## src/rtl/sap_pkg.sv

```systemverilog
// Shared types for the SAP control sequencer: T-states, opcodes, control word.
package sap_pkg;

    typedef enum logic [2:0] {
        T1 = 3'd0,
        T2 = 3'd1,
        T3 = 3'd2,
        T4 = 3'd3,
        T5 = 3'd4,
        T6 = 3'd5
    } tstate_e;

    localparam logic [3:0] OP_LDA = 4'b0000;
    localparam logic [3:0] OP_ADD = 4'b0001;
    localparam logic [3:0] OP_SUB = 4'b0010;
    localparam logic [3:0] OP_STA = 4'b0011;
    localparam logic [3:0] OP_JMP = 4'b0100;
    localparam logic [3:0] OP_JZ  = 4'b0101;
    localparam logic [3:0] OP_JC  = 4'b0110;
    localparam logic [3:0] OP_NOP = 4'b0111;
    localparam logic [3:0] OP_OUT = 4'b1110;
    localparam logic [3:0] OP_HLT = 4'b1111;

    typedef struct packed {
        logic cp;
        logic ep;
        logic ea;
        logic su;
        logic eu;
        logic lm_barra;
        logic ce_barra;
        logic li_barra;
        logic ei_barra;
        logic la_barra;
        logic lb_barra;
        logic lo_barra;
        logic lp_barra;
        logic we_barra;
    } ctrl_t;

    localparam ctrl_t CTRL_IDLE = ctrl_t'(14'b00000_111111111);

endpackage

```

## src/rtl/sap_decode.sv

```systemverilog
// Combinational decode of (T-state, opcode, flags) into the control word.
// SAP_COND_JUMP_EN enables JZ/JC; otherwise they decode as NOP.
module sap_decode
    import sap_pkg::*;
#(
    parameter int OPCODE_W = 4
) (
    input  tstate_e             state,
    input  logic [OPCODE_W-1:0] ri,
    input  logic                zf,
    input  logic                cf,
    output ctrl_t               ctrl,
    output logic                last,
    output logic                hlt_req
);

    logic       known;
    logic [3:0] op;

    // Any set bit above the 4-bit opcode field demotes the instruction to NOP.
    assign known = ((ri >> 4) == '0);
    assign op    = known ? ri[3:0] : OP_NOP;

`ifndef SAP_COND_JUMP_EN
    logic unused_flags;
    assign unused_flags = zf ^ cf;
`endif

    always_comb begin
        ctrl    = CTRL_IDLE;
        last    = 1'b0;
        hlt_req = 1'b0;
        case (state)
            T1: begin
                ctrl.ep       = 1'b1;
                ctrl.lm_barra = 1'b0;
            end
            T2: ctrl.cp = 1'b1;
            T3: begin
                ctrl.ce_barra = 1'b0;
                ctrl.li_barra = 1'b0;
            end
            T4: begin
                case (op)
                    OP_LDA, OP_ADD, OP_SUB, OP_STA: begin
                        ctrl.ei_barra = 1'b0;
                        ctrl.lm_barra = 1'b0;
                    end
                    OP_JMP: begin
                        ctrl.ei_barra = 1'b0;
                        ctrl.lp_barra = 1'b0;
                        last          = 1'b1;
                    end
`ifdef SAP_COND_JUMP_EN
                    OP_JZ, OP_JC: begin
                        if ((op == OP_JZ) ? zf : cf) begin
                            ctrl.ei_barra = 1'b0;
                            ctrl.lp_barra = 1'b0;
                        end
                        last = 1'b1;
                    end
`endif
                    OP_OUT: begin
                        ctrl.ea       = 1'b1;
                        ctrl.lo_barra = 1'b0;
                        last          = 1'b1;
                    end
                    OP_HLT:  hlt_req = 1'b1;
                    default: last = 1'b1;
                endcase
            end
            T5: begin
                case (op)
                    OP_LDA: begin
                        ctrl.ce_barra = 1'b0;
                        ctrl.la_barra = 1'b0;
                        last          = 1'b1;
                    end
                    OP_ADD, OP_SUB: begin
                        ctrl.ce_barra = 1'b0;
                        ctrl.lb_barra = 1'b0;
                    end
                    OP_STA: begin
                        ctrl.ea       = 1'b1;
                        ctrl.we_barra = 1'b0;
                        last          = 1'b1;
                    end
                    default: ;
                endcase
            end
            T6: begin
                if (op == OP_ADD || op == OP_SUB) begin
                    ctrl.eu       = 1'b1;
                    ctrl.su       = (op == OP_SUB);
                    ctrl.la_barra = 1'b0;
                    last          = 1'b1;
                end
            end
            default: ;
        endcase
    end

endmodule

```

## src/rtl/sap_controle_seq.sv

```systemverilog
// SAP T-state sequencer: state register, sticky halt, run gate, VAR_LEN sequencing.
// Optional SAP_COND_JUMP_EN enables JZ/JC decode.
module sap_controle_seq
    import sap_pkg::*;
#(
    parameter int OPCODE_W = 4,
    parameter int VAR_LEN  = 1
) (
    input  logic                clock,
    input  logic                clr,
    input  logic                run,
    input  logic [OPCODE_W-1:0] ri,
    input  logic                zf,
    input  logic                cf,
    output logic                Cp,
    output logic                Ep,
    output logic                Ea,
    output logic                Su,
    output logic                Eu,
    output logic                Lm_barra,
    output logic                CE_barra,
    output logic                Li_barra,
    output logic                Ei_barra,
    output logic                La_barra,
    output logic                Lb_barra,
    output logic                Lo_barra,
    output logic                Lp_barra,
    output logic                We_barra,
    output logic                halt,
    output logic [2:0]          tstate,
    output logic                instr_end
);

    tstate_e state_q, state_d;
    logic    halt_q, halt_d;
    ctrl_t   dec_ctrl, ctrl;
    logic    dec_last, dec_hlt;

    sap_decode #(.OPCODE_W(OPCODE_W)) u_decode (
        .state   (state_q),
        .ri      (ri),
        .zf      (zf),
        .cf      (cf),
        .ctrl    (dec_ctrl),
        .last    (dec_last),
        .hlt_req (dec_hlt)
    );

    always_ff @(posedge clock or posedge clr) begin
        if (clr) begin
            state_q <= T1;
            halt_q  <= 1'b0;
        end else begin
            state_q <= state_d;
            halt_q  <= halt_d;
        end
    end

    always_comb begin
        state_d   = state_q;
        halt_d    = halt_q;
        ctrl      = dec_ctrl;
        instr_end = 1'b0;
        if (halt_q) begin
            ctrl = CTRL_IDLE;
        end else begin
            case (state_q)
                T1: begin
                    if (run) state_d = T2;
                    else     ctrl    = CTRL_IDLE;
                end
                T2: state_d = T3;
                T3: state_d = T4;
                default: begin
                    // HLT parks in T4; halt then keeps it there until clr.
                    if (dec_hlt)
                        halt_d = 1'b1;
                    else if (state_q == T6 || (VAR_LEN != 0 && dec_last))
                        state_d = T1;
                    else
                        state_d = tstate_e'(state_q + 3'd1);
                    instr_end = (VAR_LEN != 0) ? dec_last : (state_q == T6);
                end
            endcase
        end
    end

    assign Cp       = ctrl.cp;
    assign Ep       = ctrl.ep;
    assign Ea       = ctrl.ea;
    assign Su       = ctrl.su;
    assign Eu       = ctrl.eu;
    assign Lm_barra = ctrl.lm_barra;
    assign CE_barra = ctrl.ce_barra;
    assign Li_barra = ctrl.li_barra;
    assign Ei_barra = ctrl.ei_barra;
    assign La_barra = ctrl.la_barra;
    assign Lb_barra = ctrl.lb_barra;
    assign Lo_barra = ctrl.lo_barra;
    assign Lp_barra = ctrl.lp_barra;
    assign We_barra = ctrl.we_barra;
    assign halt     = halt_q;
    assign tstate   = state_q;

endmodule
```

## config.mk

```make
export PLATFORM = sky130hd
export DESIGN_NAME = sap_controle_seq
export DESIGN_NICKNAME = d
export VERILOG_FILES = /design/src/rtl/sap_pkg.sv /design/src/rtl/sap_decode.sv /design/src/rtl/sap_controle_seq.sv
export SDC_FILE = /design/constraint.sdc
export NUM_CORES = 1
export LEC_CHECK = 0
export ABC_AREA = 1
export CORE_MARGIN = 4
export CORE_UTILIZATION = 42
export CTS_CLUSTER_SIZE = 24
export DETAILED_ROUTE_END_ITERATION = 8
export PLACE_DENSITY = 0.89
export SYNTH_ARGS = -nofsm -noshare
export SYNTH_HDL_FRONTEND = slang
export SYNTH_SLANG_ARGS = --single-unit
```

## constraint.sdc

```tcl
create_clock -name clock -period 4.6 [get_ports clock]
set_input_delay 0.92 -clock clock [delete_from_list [all_inputs] [get_ports clock]]
set_output_delay 0.92 -clock clock [all_outputs]
set_load 0.05 [all_outputs]
```

* Yosys cells after proc, flatten, opt, wreduce, memory -nomap -nowiden
Cells that the tools add are included.
Storage, ports and cells: register bits after elaboration 4, bits in latches 0, RAM bits 0, ROM bits 0, input port bits 9, output and inout bits 19, memories 0
Operators by class: $add $sub $neg 1, multiply operators 0, div/mod/pow operators 0, order comparisons 0, equal/unequal tests 13, shift operators 0, mux-type cells 42, bitwise gates (word level) 1, reduce and logical (&&, ||, !) cells 12
Operators by type and width (number):
- 14-bit 2-to-1 mux | 3
- 1-bit 2-to-1 mux | 27
- 5-bit OR reduction | 2
- 3-bit 2-to-1 mux | 3
- 3-bit one-hot mux with 3 select lines | 1
- 4-bit by 2-bit == test with 1-bit output (second input constant) | 2
- 4-bit == test (second input constant) | 2
- 1-bit one-hot mux with 2 select lines | 4
- 3-bit by 2-bit == test with 1-bit output (second input constant) | 2
- 3-bit == test (second input constant) | 2
- 2-bit 2-to-1 mux | 3
- 3-bit OR reduction | 2
- 4-bit by 1-bit == test with 1-bit output (second input constant) | 1
- 4-bit by 3-bit == test with 1-bit output (second input constant) | 1
- 4-bit logical NOT | 1
- 4-bit by 1-bit != test with 1-bit output (second input constant) | 1
- 2-bit OR reduction | 2
- 4-bit OR reduction | 1
- 3-bit by 1-bit adder with 3-bit output (second input constant) | 1
- 3-bit by 1-bit == test with 1-bit output (second input constant) | 1
- 3-bit logical NOT | 1
- 1-bit one-hot mux with 3 select lines | 1
- 3-bit AND reduction | 1
- 1-bit logical OR | 2
- 2 further kinds | 2

* Depth between registers and ports, before layout
depth in word-level cells 8, depth in mapped cells 11

* By module
A second synthesis with hierarchy kept.
Second synthesis, totals: cells, all modules 120, area total of the unflattened synthesis 738.2 um^2
Modules (own cells, without submodules):
- sap_controle_seq | times used 1, cells each 73, area an instance 470.5 um^2, sequential area each 100.1 um^2
- sap_decode | times used 1, cells each 47, area an instance 267.8 um^2, sequential area each 0.0 um^2

* Least setup slack after synthesis
OpenSTA, ideal clock, no wires.
path kind register to output, from register state_q[0] (netlist: tstate[0]), to output instr_end, arrival time 2916 ps, setup slack 764 ps, stages on the path, launching flop included 9, path buffers 0, cell sequence dfrtp_1 -> ha_1 -> ha_1 -> inv_1 -> nor2_1 -> nand2_1 -> nand3_1 -> nor2_1 -> nor4_1
Between the ends: word-level cells in the longest chain between the ends 4, elaborated cells on any way between the ends 10, classes of those cells eq/ne (5); mux (3); reduce/logical (2)
Ends and longest elaborated chain:
- from (decl) | line sap_controle_seq.sv:34 | tstate_e state_q, state_d;
- from (signal assigned) | line sap_controle_seq.sv:54 | state_q <= state_d;
- 3-bit == test, or another cell as far along | line sap_decode.sv:33 | case (state)
- 1-bit one-hot mux with 3 select lines or 3-bit OR reduction (tied branches)
- 1-bit 2-to-1 mux (*) | line sap_controle_seq.sv:67 | case (state_q)
- 1-bit 2-to-1 mux (*) | line sap_controle_seq.sv:64 | if (halt_q) begin
- to (decl) | line sap_controle_seq.sv:31 | output logic instr_end
Every way passes the cells marked *; elsewhere a longest branch is shown, timed or not.

* Worst setup path in the final report
from input ri[2], to output instr_end
Between the ends: word-level cells in the longest chain between the ends 6, elaborated cells on any way between the ends 14, classes of those cells eq/ne (4); mux (6); reduce/logical (4)
Ends and longest elaborated chain:
- from (decl) | line sap_controle_seq.sv:12 | input logic [OPCODE_W-1:0] ri,
- 4-bit == test, or another cell as far along | line sap_decode.sv:44 | case (op)
- 5-bit OR reduction (no line), or another cell as far along
- 1-bit 2-to-1 mux (on tied branches) | line sap_decode.sv:44, sap_decode.sv:73, sap_decode.sv:92
- 1-bit one-hot mux with 3 select lines (*) | line sap_decode.sv:33
- 1-bit 2-to-1 mux (*) | line sap_controle_seq.sv:67
- 1-bit 2-to-1 mux (*) | line sap_controle_seq.sv:64
Marks and branches as above.

==> flow_summary.yaml <==
synthesis:
  yosysTopAreaCellShare_pct: 17.4
  synth.yosys.seq_area_share_pct: 17.2
  synth_edf_count: 0
  synthesis.area_per_instance_um2: 5.82
  synth.lib_cells_used.distinct: 21
  ys.flop_type: "sky130_fd_sc_hd__dfrtp_1"
  ys_top_cells_by_count: "27 x sky130_fd_sc_hd__nand2_1, 17 x sky130_fd_sc_hd__inv_1, 15 x sky130_fd_sc_hd__nor2_1"
  synth.ff_latch_count: 4
  postSynthNetCount: 114
  synthesis.yosys.warnings: 0
  mappedNetlistArea_um2: 582
  synth-async-reset-ratio_pct: 100
  synth.area.top_cells: "sky130_fd_sc_hd__nand2_1 17%, sky130_fd_sc_hd__dfrtp_1 17%, sky130_fd_sc_hd__inv_1 11%, sky130_fd_sc_hd__ha_1 11%, sky130_fd_sc_hd__nor2_1 9.7%"
  syn_inst: 100
  yosysMostFrequentCell: "sky130_fd_sc_hd__nand2_1"
  yosys.area.top_type: "sky130_fd_sc_hd__nand2_1"
outcome:
  outcome: "complete, no violations"
die:
  chipHeight_um: 45.2
  fp.dieW_um: 45.2
  core.rowCount: 13
  initial_core_util_pct: 44.7
  die-area_um2: 2040
  floorplan.io_pins: 28
  core_box_area_um2: 1300
grt:
  grt_overflow: 0
  grt_max_degree: 8
  globalRouteTotalUtil_pct: 17.5
  wire_length_of_the_first_global_routing_pass_mm: 2.67
  grt_antenna_before_repair: 0
  grt_pass1_vias: 678
run:
  maxCapViolations: 0
placed_design:
  place_hpwl_mm: 1.30
  rd_place_congestion: 0.849
  port-buffer-count: 25
  post_dp_cell_area_um2: 851
  placement.setup.worst_slack_ns: 0.684
  dp.cells: 140
sta:
  setup_tns_ns: 0
  timing.final.setup_violations: 0
  timing_hold_violations_final: 0
  drv_slew: 0
  final.min_clock_period_ns: 3.95
  final_worst_hold_slack_ns: 0.603
  maxSlewHeadroom_pct: 66.3
  layout_setup_ws_ns: 0.650
  max_freq_ghz: 0.253
  worst_case_clock_skew_ns: 0.00868
  rsz0062_at_grt: "no"
  final_min_period_over_clock_period_pct: 85.9
  worst-slew-pin-transition_ns: 0.504
final_layout:
  drive_gt1_share_pct: 11.7
  util_after_layout_pct: 67.1
  design.final.nets: 144
  synthToLayoutAreaGrowth_pct: 50.1
  instances_no_fill: 143
  antenna_cells: 0
  layout.cell_area.non_filler_um2: 873
  nFillCells: 124
power_and_ir_drop:
  power.share.switching_pct: 22.0
  cellLeakagePower_nw: 0.418
  clock_power_share_pct: 47.1
  p_comb_share_pct: 13.8
  ir_worst_vdd_uv: 102
  power_density_normalized_to_cell_area_nw_per_um2: 104
  design_power_total_uw: 90.5
  power.sequential.fraction_pct: 39.1
  netSwitchingPower_uw: 19.9
  intPower_uw: 70.6
detailed_routing:
  firstDrtPassIters: 5
  avgRoutedWirePerCell_um: 10.8
  final_wirelength_mm: 1.55
  antenna_violating_nets_post_route: 0
  drc_errors: 0
  vias_per_cell: 5.08
  route.vias.total: 726
  drt_iter0_drc: 17
cts:
  post-cts-setup-buffer-count: 0
  cts_resized: 0
  clock-root-buffer: "sky130_fd_sc_hd__clkbuf_4"
  clock_tree_from_tritoncts: "yes"
  cts_inserted_buffers: 3
  clock_insertion_delay_at_the_later_pin_of_the_skew_report_ns: 0.23
  clk_pin_slew_worst_paths_ns: 0.03
  htreeDepth: 1
  cts.sinks: 4
  hold_buffers: 0
  clk_buf_depth: 2
worst_setup_path:
  type_of_the_worst_setup_path: "input pin to output pin"
  critical_path.max_fanout: 7
  crit_arrival_ns: 3.03
  critical_path_required_ns: 3.68
  startpoint_type: "input pin"
  endpoint_kind: "output pin"
worst_hold_path:
  min_path_type: "flip-flop to flip-flop"
-- flip-flops by register name (all words and copies together) (netlist names) --
signal and flops:
tstate 3, halt 1
-- cells by family (layout without fill, tap and decap cells) --
family	Yosys count	after routing	share of synthesized area, %
buffers and inverters	21	49	14.8
DFF	4	4	17.2
and+or+nand+nor	62	62	49.2
AOI/OAI and AO/OA	8	8	7.96
adders and majority gates	5	5	10.8
-- cell type report --
class / count / area, um^2 / area share (%)
multi-input cells: 75 / 395 / 45.3
repair buffers: 25 / 250 / 28.7
flip-flops and latches: 4 / 100 / 11.5
inverters: 21 / 86.3 / 9.89
clock buffers: 3 / 22.5 / 2.58
well taps: 15 / 18.8 / 2.15
-- worst max-delay path: stages --
cell and delay [ns]:
sky130_fd_sc_hd__clkdlybuf4s50_1 0.48, sky130_fd_sc_hd__nor2_4 0.20, sky130_fd_sc_hd__nand3_1 0.12, sky130_fd_sc_hd__nor2_1 0.15, sky130_fd_sc_hd__nor2_1 0.10, sky130_fd_sc_hd__nor4_1 0.20
sky130_fd_sc_hd__clkdlybuf4s50_1 0.86
-- routing by layer --
layer / wire [um] / vias up / track usage [%]
li1: - / 372 / -
met1: 647 / 314 / 20.9
met2: 702 / 36 / 28.2
met3: 165 / 4 / 6.37
met4: 31 / 0 / 7.02
met5: 0 / - / 0
-- final timing paths --
path | slack (ns) | start | endpoint | depth (start not counted)
min in group asynchronous | 0.87 | clr | halt | 2
worst max register to register | 2.89 | tstate[0] | tstate[2] | 9
worst min register to register | 0.60 | tstate[0] | tstate[0] | 2
max in group asynchronous | 3.56 | clr | tstate[2] | 2
worst max-delay path | 0.65 | ri[2] | instr_end | 7
worst min-delay path | 0.60 | tstate[0] | tstate[0] | 2
-- power by group through the flow --
stage / combinational (mW) / sequential (mW) / clock (mW)
2_1_floorplan: 0.00500 / 0.0358 / 0
3_3_place_gp: 0.0122 / 0.0358 / 0
3_5_place_dp: 0.0124 / 0.0358 / 0
4_1_cts: 0.0125 / 0.0354 / 0.0442
5_1_grt: 0.0137 / 0.0354 / 0.0471
6_report: 0.0125 / 0.0354 / 0.0426
-- cell usage in the layout, fill, tap and decap left out, drive strengths merged --
| master | netlist | routed |
|---|---|---|
| nor4 | 2 | 2 |
| nand2 | 33 | 33 |
| ha | 5 | 5 |
| nor2 | 17 | 17 |
| nor3 | 2 | 2 |
| o21a | 1 | 1 |
| clkinv | 1 | 1 |
| inv | 20 | 20 |
| clkbuf | 0 | 3 |
| nand3 | 7 | 7 |
| dfrtp | 4 | 4 |
| o21ai | 2 | 2 |
| a211o | 1 | 1 |
| a21oi | 4 | 4 |
| nand4 | 1 | 1 |
| clkdlybuf4s50 | 0 | 25 |
Note: power is estimated with default switching activity, not from simulation.
